==> src/rtl/mem_port_arbiter.sv <==
// Arbiter sharing one variable-latency single-port memory between instruction fetch and load/store.
// Optional memory-wait watchdog enabled by defining MEM_ARB_TIMEOUT_EN.
module mem_port_arbiter #(
  parameter int ADDR_W       = 32,
  parameter int DATA_W       = 32,
  parameter int MAX_D_STREAK = 4,
  parameter int TIMEOUT      = 255
) (
  input  logic              clk,
  input  logic              rst_n,
  input  logic              if_req_i,
  input  logic [ADDR_W-1:0] if_addr_i,
  output logic              if_gnt_o,
  output logic [DATA_W-1:0] if_rdata_o,
  input  logic              d_req_i,
  input  logic              d_we_i,
  input  logic [3:0]        d_be_i,
  input  logic [ADDR_W-1:0] d_addr_i,
  input  logic [DATA_W-1:0] d_wdata_i,
  output logic              d_gnt_o,
  output logic [DATA_W-1:0] d_rdata_o,
  output logic              m_req_o,
  output logic              m_we_o,
  output logic [3:0]        m_be_o,
  output logic [ADDR_W-1:0] m_addr_o,
  output logic [DATA_W-1:0] m_wdata_o,
  input  logic              m_ack_i,
  input  logic [DATA_W-1:0] m_rdata_i,
  output logic              busy_o,
  output logic              timeout_err_o
);

  typedef enum logic [1:0] {IDLE, MEM_I, MEM_D, RESP} state_e;

  localparam int SW = $clog2(MAX_D_STREAK + 1);

  state_e            state_q, state_d;
  logic [SW-1:0]     streak_q, streak_d;
  logic              sel_d_q, sel_d_d;
  logic              m_we_q, m_we_d;
  logic [3:0]        m_be_q, m_be_d;
  logic [ADDR_W-1:0] m_addr_q, m_addr_d;
  logic [DATA_W-1:0] m_wdata_q, m_wdata_d;
  logic [DATA_W-1:0] if_rdata_q, if_rdata_d;
  logic [DATA_W-1:0] d_rdata_q, d_rdata_d;
  logic [DATA_W-1:0] resp_data;
  logic              timed_out;

`ifdef MEM_ARB_TIMEOUT_EN
  localparam int WW = ($clog2(TIMEOUT + 1) > 8) ? $clog2(TIMEOUT + 1) : 8;
  logic [WW-1:0] wait_q, wait_d;
  logic          timeout_err_q;
`else
  logic unused_timeout;
  assign unused_timeout = (TIMEOUT != 0);
`endif

  // NOTE: every signal driven here gets a default first so no latch is inferred.
  always_comb begin
    state_d    = state_q;
    streak_d   = streak_q;
    sel_d_d    = sel_d_q;
    m_we_d     = m_we_q;
    m_be_d     = m_be_q;
    m_addr_d   = m_addr_q;
    m_wdata_d  = m_wdata_q;
    if_rdata_d = if_rdata_q;
    d_rdata_d  = d_rdata_q;
    timed_out  = 1'b0;
    resp_data  = m_rdata_i;
`ifdef MEM_ARB_TIMEOUT_EN
    wait_d     = wait_q;
`endif
    case (state_q)
      IDLE: begin
`ifdef MEM_ARB_TIMEOUT_EN
        wait_d = '0;
`endif
        // Data wins ties until it has starved a waiting fetch MAX_D_STREAK times.
        if (d_req_i && !(if_req_i && streak_q == SW'(MAX_D_STREAK))) begin
          state_d   = MEM_D;
          sel_d_d   = 1'b1;
          m_we_d    = d_we_i;
          m_be_d    = d_we_i ? d_be_i : 4'hF;
          m_addr_d  = d_addr_i;
          m_wdata_d = d_wdata_i;
          if (!if_req_i)
            streak_d = '0;
          else if (streak_q != SW'(MAX_D_STREAK))
            streak_d = streak_q + 1'b1;
        end else if (if_req_i) begin
          state_d   = MEM_I;
          sel_d_d   = 1'b0;
          m_we_d    = 1'b0;
          m_be_d    = 4'hF;
          m_addr_d  = if_addr_i;
          m_wdata_d = '0;
          streak_d  = '0;
        end else begin
          streak_d  = '0;
        end
      end
      MEM_I, MEM_D: begin
`ifdef MEM_ARB_TIMEOUT_EN
        if (!m_ack_i) begin
          if (wait_q == WW'(TIMEOUT - 1)) timed_out = 1'b1;
          else                            wait_d    = wait_q + 1'b1;
        end
`endif
        if (timed_out) resp_data = DATA_W'(32'hDEADBEEF);
        if (m_ack_i || timed_out) begin
          state_d = RESP;
          if (state_q == MEM_I) if_rdata_d = resp_data;
          else                  d_rdata_d  = resp_data;
        end
      end
      RESP:    state_d = IDLE;
      default: state_d = IDLE;
    endcase
  end

  // NOTE: sequential state uses non-blocking assignments so all registers update together.
  always_ff @(posedge clk or negedge rst_n) begin
    if (!rst_n) begin
      state_q    <= IDLE;
      streak_q   <= '0;
      sel_d_q    <= 1'b0;
      m_we_q     <= 1'b0;
      m_be_q     <= '0;
      m_addr_q   <= '0;
      m_wdata_q  <= '0;
      if_rdata_q <= '0;
      d_rdata_q  <= '0;
    end else begin
      state_q    <= state_d;
      streak_q   <= streak_d;
      sel_d_q    <= sel_d_d;
      m_we_q     <= m_we_d;
      m_be_q     <= m_be_d;
      m_addr_q   <= m_addr_d;
      m_wdata_q  <= m_wdata_d;
      if_rdata_q <= if_rdata_d;
      d_rdata_q  <= d_rdata_d;
    end
  end

`ifdef MEM_ARB_TIMEOUT_EN
  always_ff @(posedge clk or negedge rst_n) begin
    if (!rst_n) begin
      wait_q        <= '0;
      timeout_err_q <= 1'b0;
    end else begin
      wait_q        <= wait_d;
      timeout_err_q <= timeout_err_q | timed_out;
    end
  end
  assign timeout_err_o = timeout_err_q;
`else
  assign timeout_err_o = 1'b0;
`endif

  // m_req comes straight from the state register so reset drops it immediately.
  assign m_req_o    = (state_q == MEM_I) || (state_q == MEM_D);
  assign busy_o     = (state_q != IDLE);
  assign if_gnt_o   = (state_q == RESP) && !sel_d_q;
  assign d_gnt_o    = (state_q == RESP) &&  sel_d_q;
  assign m_we_o     = m_we_q;
  assign m_be_o     = m_be_q;
  assign m_addr_o   = m_addr_q;
  assign m_wdata_o  = m_wdata_q;
  assign if_rdata_o = if_rdata_q;
  assign d_rdata_o  = d_rdata_q;

endmodule
==> config.mk <==
export PLATFORM = sky130hd
export DESIGN_NAME = mem_port_arbiter
export DESIGN_NICKNAME = d
export VERILOG_FILES = /design/src/rtl/mem_port_arbiter.sv
export SDC_FILE = /design/constraint.sdc
export NUM_CORES = 1
export LEC_CHECK = 0
export CORE_MARGIN = 10
export CORE_UTILIZATION = 40
export DETAILED_ROUTE_END_ITERATION = 6
export GPL_TIMING_DRIVEN = 0
export PLACE_DENSITY = 0.77
export RECOVER_POWER = 100
export SYNTH_ARGS = -nofsm -noshare
export SYNTH_HDL_FRONTEND = slang
export SYNTH_SLANG_ARGS = --single-unit
==> constraint.sdc <==
create_clock -name clk -period 1.97 [get_ports clk]
set_input_delay 0.394 -clock clk [delete_from_list [all_inputs] [get_ports clk]]
set_output_delay 0.394 -clock clk [all_outputs]
set_load 0.05 [all_outputs]
==> PnR_summary.wiki, run 1 <==
{| class="wikitable"
! Metric !! Value
|-
| Category of the worst setup path capture point || output port
|-
| H-tree lvl count || 4
|-
| Classification of the worst setup path || flip-flop to output port
|-
| Detailed router's first-iteration violation count || 179
|-
| Nets in the synthesized netlist || 592
|-
| Synthesized netlist cell count || 448
|-
| Relative max-transition margin || 42.1%
|-
| Width of the die || 141 µm
|-
| GRT Resource Usage Total || a little under a fifth
|-
| Die Ht || approximately 140 µm
|-
| Overall power consumption || ~20 mW
|-
| FP Rows || 44
|-
| Clock skew after layout || 6.16 ps
|-
| Ant diodes || 0
|-
| Insertion delay of the later-clocked pin in the worst-skew pair || ~400 ps
|-
| Clock-pin slew of the registers on the worst-case setup and hold paths || about 60 ps
|-
| Minimum clock period || 1890 ps
|-
| Pwr/cell area || between 2000 and 2500 mW/mm²
|-
| Hold WC Path Type || flip-flop to flip-flop
|-
| Total vias in the final route || 4854
|-
| Top area cells in the synthesized netlist || dfrtp_1 (59%), mux2_2 (12%), o211ai_2 (6.4%)
|-
| # nets final || 888
|-
| Residual overflow from global routing || 0
|-
| Drt total wl || 19400 µm
|-
| Final Max Slew Viols || 0
|-
| Highest-count cells in the layout ignoring fill and taps || dfrtp_1 (139), clkdlybuf4s50_1 (136), dlygate4sd2_1 (133)
|-
| Num Clock Sinks || 139
|-
| Global-route wire length before repair || a little over 30000 µm
|-
| VDD IR max || 916 µV
|-
| Placed inst area || 0.00887 mm²
|-
| Share of final-layout standard cells stronger than drive strength 1 || 19.7%
|-
| Finish-stage setup viols || 0
|-
| Cell chosen for the clock root || clkbuf_16
|-
| Count of state elements after synthesis || between 100 and 150
|-
| Fraction of post-synthesis cell area in the top cell type by area || 59.3%
|-
| Number of port buffers || 274
|-
| Kind of start point of the critical path || flip-flop
|-
| Starting Density || 40.5%
|-
| Cts bufs inserted || 17
|-
| Post-Place Worst Slack || -203 ps
|-
| CTS tree || done
|-
| Final sum of negative setup slack || 0 ps
|-
| Maximum number of pins on one net before global-route repair || 80
|-
| Maximum operating frequency || 0.530 GHz
|-
| Maximum net fanout on the critical path || 10
|-
| Detail-routed via count per cell || 5.16
|-
| Core area || 0.0145 mm²
|-
| Floorplan die area || 0.0199 mm²
|-
| Average footprint of a synthesized cell || roughly 13 µm²
|-
| Via count of the first global-routing pass || 5510
|-
| Number of synthesis warnings || 0
|-
| DP HPWL || 15200 µm
|-
| Count of final hold-check violations || 0
|-
| Arrival @ worst endpoint || approximately 1500 ps
|-
| Final cell count without fillers || 940
|-
| Ports placed on the boundary || 276
|-
| Unrepaired setup endpoints after global routing || false
|-
| Sequential element share of the synthesized area || 59.3%
|-
| Placed Cells incl. Taps || 907
|-
| Max Root-Sink Buffers || 2
|-
| Remaining antenna violation count after routing || 0
|-
| Remaining DRCs || 0
|-
| Post-route clock period utilization || 95.8%
|-
| Leakage || 4.31 nW
|-
| Leading cell type in the layout, fill and taps excluded || dfrtp_1
|-
| Post-route cell area || between 0.009 and 0.01 mm²
|-
| Distinct cell type count after synthesis || 31
|-
| Endpoint required time on the critical path || 1580 ps
|-
| Worst path setup slack after routing || 82.2 ps
|-
| Average wire per standard cell || 20.6 µm
|-
| Post-Syn Area || 0.00587 mm²
|-
| Area Overhead vs Synth || 59.3%
|-
| Number of detailed-route iterations in the first pass || 4
|-
| Transition at the pin with the smallest max-transition slack || roughly 870 ps
|-
| Initial antenna violation count || 0
|-
| Post-synthesis cell type with the largest combined area || dfrtp_1
|-
| GPL Wtd Cong || 0.869
|-
| Number of maximum-capacitance constraint violations || 0
|-
| Status || finished clean
|}
synthesized netlist by cell type (all sizes together):
| cell | count |
|---|---|
| o21ai | 1 |
| nand3 | 2 |
| nand4 | 34 |
| and2 | 2 |
| mux2i | 2 |
| o21a | 1 |
| a22o | 32 |
| o22ai | 2 |
| buf | 33 |
| nor2b | 2 |
| o211ai | 32 |
| dfrtp | 139 |
| mux2 | 66 |
| nor2 | 1 |
| o32a | 1 |
| a31oi | 2 |
| clkbuf | 6 |
| ha | 6 |
| conb | 1 |
| and3 | 1 |
| inv | 7 |
| nand3b | 1 |
| o22a | 4 |
| a21o | 1 |
| nand2 | 69 |
layer usage:
metal  global-route usage [%]  share of wire [%]
met2                     31.5                 48
met3                     7.32                8.7
met5                        0                  0
met1                     21.5                 41
met4                     7.93                2.4
layout make-up:
| cell class | instances | area [µm²] |
|---|---|---|
| plain buffers | 39 | 235 |
| repair buffers | 277 | 2610 |
| flip-flops and latches | 139 | 3480 |
| multi-input cells | 263 | 2050 |
| well taps | 184 | 230 |
| clock inverters | 11 | 263 |
| clock buffers | 20 | 457 |
| inverters | 7 | 26.3 |
| fillers | 1119 | 5130 |
power breakdown:
part           internal [mW]  total, mW  switching [mW]
clock                   2.70       3.87            1.18
sequential              4.31       5.06           0.754
combinational           3.33       10.9            7.59
state kept, by name, summed over array words and instances (netlist names):
name        cells
m_addr_o       32
m_we_o          1
m_be_o          4
state_q         2
streak_q        3
sel_d_q         1
d_rdata_o      32
if_rdata_o     32
m_wdata_o      32
path summary, 6_finish.rpt:
path / slack [ps] / cells past startpoint / endpoint / from
setup / recovery: 80 / 5 / busy_o / state_q[0]
hold / removal: 480 / 2 / m_addr_o[23] / m_addr_o[23]
setup reg to reg: 110 / 5 / d_rdata_o[25] / state_q[0]
hold reg to reg: 480 / 2 / m_addr_o[23] / m_addr_o[23]
max in group asynchronous: 450 / 3 / m_addr_o[26] / rst_n
min in group asynchronous: 660 / 2 / if_rdata_o[1] / rst_n
critical path, cell delays in order, from the launching register on:
cell and delay, ps:
dfrtp_1 410, inv_1 100, ha_2 180, buf_4 180, inv_2 60, buf_6 150
through the flow:
step	hold slack, ps	utilization (%)
final	482	64.6
after floorplan	98.4	-
after detailed placement	415	61.3
after CTS	489	65.1
after global routing	510	64.6
after global placement	464	61.1
cells by family after synthesis:
| logic type | Yosys count | share of synthesized area [%] |
|---|---|---|
| AOI/OAI and AO/OA | 76 | 13.0 |
| DFF | 139 | 59.3 |
| buffers and inverters | 46 | 4.41 |
| adders and majority gates | 6 | 1.28 |
| and+or+nand+nor | 112 | 8.93 |
| other | 1 | 0.0639 |
| muxes | 68 | 13.1 |
repair_timing:
item                                    in CTS  in global routing
setup buffers                                0                  1
hold buffers                                 1                  0
endpoints found under the setup margin     137                 45
pin swaps                                    0                  1
resized for setup                          154                 12
endpoints found under the hold margin       60                  0
No activity file was read; power rests on OpenSTA's default activity.
==> inputs of run 2 (changes only) <==
--- a/config.mk
+++ b/config.mk
@@ -6,10 +6,10 @@
 export NUM_CORES = 1
 export LEC_CHECK = 0
 export CORE_MARGIN = 10
-export CORE_UTILIZATION = 40
+export CORE_UTILIZATION = 41
 export DETAILED_ROUTE_END_ITERATION = 6
 export GPL_TIMING_DRIVEN = 0
-export PLACE_DENSITY = 0.77
+export PLACE_DENSITY = 0.79
 export RECOVER_POWER = 100
 export SYNTH_ARGS = -nofsm -noshare
 export SYNTH_HDL_FRONTEND = slang
==> PnR_summary.wiki, run 2 (synthesized netlist as in run 1, its figures left out) <==
{| class="wikitable"
! Metric !! Value
|-
| Reg2reg path depth || 5 (unchanged)
|-
| DP HPWL || 15000 µm (was 15200 µm)
|-
| Remaining DRCs || 0 (unchanged)
|-
| Part of the total power dissipated in combinational logic || 57.9% (was 55.0%)
|-
| Kind of start point of the critical path || flip-flop (unchanged)
|-
| Arrival @ worst endpoint || 1470 ps (was 1490 ps)
|-
| Floorplan die area || 0.0195 mm² (was 0.0199 mm²)
|-
| Hold WC Path Type || input port to async pin (was flip-flop to flip-flop)
|-
| Cell chosen for the clock root || clkbuf_16 (unchanged)
|-
| Number of port buffers || 274 (unchanged)
|-
| Relative max-transition margin || -20.2% (was 42.1%)
|-
| Initial antenna violation count || 1 (was 0)
|-
| Leakage || 4.34 nW (was 4.31 nW)
|-
| Pwr/cell area || 2070 mW/mm² (was 2120 mW/mm²)
|-
| Worst hold margin || 476 ps (was 482 ps)
|-
| GPL Wtd Cong || 0.837 (was 0.869)
|-
| Insertion delay of the later-clocked pin in the worst-skew pair || 420 ps (was 410 ps)
|-
| # nets final || 889 (was 888)
|-
| Register share of total power || 26.2% (was 25.5%)
|-
| Post-route clock period utilization || 94.8% (was 95.8%)
|-
| Drt total wl || 19400 µm (about the same)
|-
| Number of buffers added to fix hold violations after cts || 0 (was 1)
|-
| Destination of the worst register-to-register timing path || d_rdata_o[20] (was d_rdata_o[25])
|-
| Residual overflow from global routing || 0 (unchanged)
|-
| Final Max Slew Viols || 75 (was 0)
|-
| Transition at the pin with the smallest max-transition slack || 1800 ps (was 868 ps)
|-
| Detail-routed via count per cell || 5.17 (was 5.16)
|-
| Core area || 0.0139 mm² (was 0.0145 mm²)
|-
| Cell-internal power || 9.65 mW (was 10.3 mW)
|-
| Number of detailed-route iterations in the first pass || 4 (unchanged)
|-
| GRT Resource Usage Total || 19.5% (was 19.0%)
|-
| Switching component of the power || 9.58 mW (was 9.52 mW)
|-
| Starting Density || 42.1% (was 40.5%)
|-
| Clock-pin slew of the registers on the worst-case setup and hold paths || 60 ps (about the same)
|-
| Die Ht || 140 µm (was 141 µm)
|-
| Average wire per standard cell || 20.7 µm (was 20.6 µm)
|-
| Met3 Usage GRT || 8.30% (was 7.32%)
|-
| Gr busiest metal || met2 (unchanged)
|-
| FP Rows || 43 (was 44)
|-
| Category of the worst setup path capture point || output port (unchanged)
|-
| Violations in the final reports || max-capacitance violations, max-slew violations
|-
| Global-route wire length before repair || 29900 µm (was 30200 µm)
|-
| VDD IR max || 987 µV (was 916 µV)
|-
| Placed Cells incl. Taps || 903 (was 907)
|-
| Via count of the first global-routing pass || 5166 (was 5510)
|-
| Worst R2R Start || state_q[0] (unchanged)
|-
| Remaining antenna violation count after routing || 0 (unchanged)
|-
| Detailed router's first-iteration violation count || 198 (was 179)
|-
| Total vias in the final route || 4849 (was 4854)
|-
| Maximum net fanout on the critical path || 10 (unchanged)
|-
| Met2 Track Usage GR || 33.1% (was 31.5%)
|-
| Cts bufs inserted || 17 (unchanged)
|-
| Leading cell type in the layout, fill and taps excluded || dfrtp_1 (unchanged)
|-
| H-tree lvl count || 4 (unchanged)
|-
| Switching Fraction || 49.8% (was 48.0%)
|-
| Area Overhead vs Synth || 58.6% (was 59.3%)
|-
| Count of final hold-check violations || 0 (unchanged)
|-
| Slack of the worst reg-to-reg path || 120 ps (was 110 ps)
|-
| Maximum number of pins on one net before global-route repair || 76 (was 80)
|-
| Highest-count cells in the layout ignoring fill and taps || dfrtp_1 (139), clkdlybuf4s50_1 (136), dlygate4sd2_1 (130) (was dfrtp_1 (139), clkdlybuf4s50_1 (136), dlygate4sd2_1 (133))
|-
| Width of the die || 140 µm (was 141 µm)
|-
| Minimum clock period || 1870 ps (was 1890 ps)
|-
| Final cell count without fillers || 938 (was 940)
|-
| Max Root-Sink Buffers || 2 (unchanged)
|-
| Ports placed on the boundary || 276 (unchanged)
|-
| Maximum operating frequency || 0.535 GHz (was 0.530 GHz)
|-
| Number of maximum-capacitance constraint violations || 1 (was 0)
|-
| Global-route track usage on met1 || 21.6% (was 21.5%)
|-
| Endpoint required time on the critical path || 1580 ps (about the same)
|-
| Classification of the worst setup path || flip-flop to output port (unchanged)
|-
| Clock skew after layout || 12.5 ps (was 6.16 ps)
|-
| Part of the power in the clock network || 15.9% (was 19.5%)
|-
| CTS tree || done (unchanged)
|-
| Share of final-layout standard cells stronger than drive strength 1 || 22.1% (was 19.7%)
|-
| Num Clock Sinks || 139 (unchanged)
|-
| Status || complete, but fails checks (was finished clean)
|-
| Finish-stage setup viols || 0 (unchanged)
|}
## run 2: worst max-delay path: stages, from the launching register on
cell	delay [ps]
dfrtp_1	420
inv_2	60
ha_1	190
buf_4	180
inv_2	80
buf_8	140
## run 2: how the worst max path moves through the flow
stage                   from             to  depth (start not counted)
6_report          state_q[0]         busy_o                          5
3_5_place_dp      state_q[0]         busy_o                          5
4_1_cts        if_rdata_o[7]  if_rdata_o[7]                          1
5_1_grt           state_q[0]  d_rdata_o[18]                          5
2_1_floorplan     state_q[0]  d_rdata_o[10]                          5
3_3_place_gp           rst_n  m_wdata_o[19]                          1
## run 2: per-layer routing
layer  vias up  wire (µm)
li1       2221          -
met3        17       1600
met5         -          0
met2       201       9990
met1      2410       7590
met4         0        254
## run 2: metrics by stage
step                power [mW]  instance area [µm²]  util [%]  setup TNS, ps  worst slack, ps
floorplan                 12.9                 5870         -              0             78.9
global placement          16.9                 8840      63.4        -671340            -4810
detailed placement        17.2                 8860      63.6          -4930             -171
CTS                       19.4                 9270      66.5              0             1.04
global route              20.2                 9310      66.8          -45.3            -8.43
finish                    19.2                 9310      66.8              0              102
## run 2: final cells by class
cell class | count | area, µm²
Sequential cell | 139 | 3480
Clock buffer | 20 | 447
Timing Repair Buffer | 278 | 2630
Multi-Input combinational cell | 263 | 2130
Antenna cell | 1 | 2.50
Buffer | 39 | 245
Clock inverter | 11 | 123
Fill cell | 1098 | 4630
Inverter | 7 | 26.3
Tap cell | 180 | 225
## run 2: timing repair
action,CTS,global route
hold endpoints to repair,0,0
resized for setup,148,19
buffers inserted,0,3
setup endpoints to repair,134,77
pin swaps,0,1
## run 2: power by group through the flow
stage | clock network, mW | logic, mW | registers [mW]
2_1_floorplan | 0 | 3.11 | 9.81
3_3_place_gp | 0 | 11.9 | 5.04
3_5_place_dp | 0 | 12.1 | 5.14
4_1_cts | 3.13 | 11.2 | 5.05
5_1_grt | 3.27 | 11.7 | 5.22
6_report | 3.06 | 11.1 | 5.04
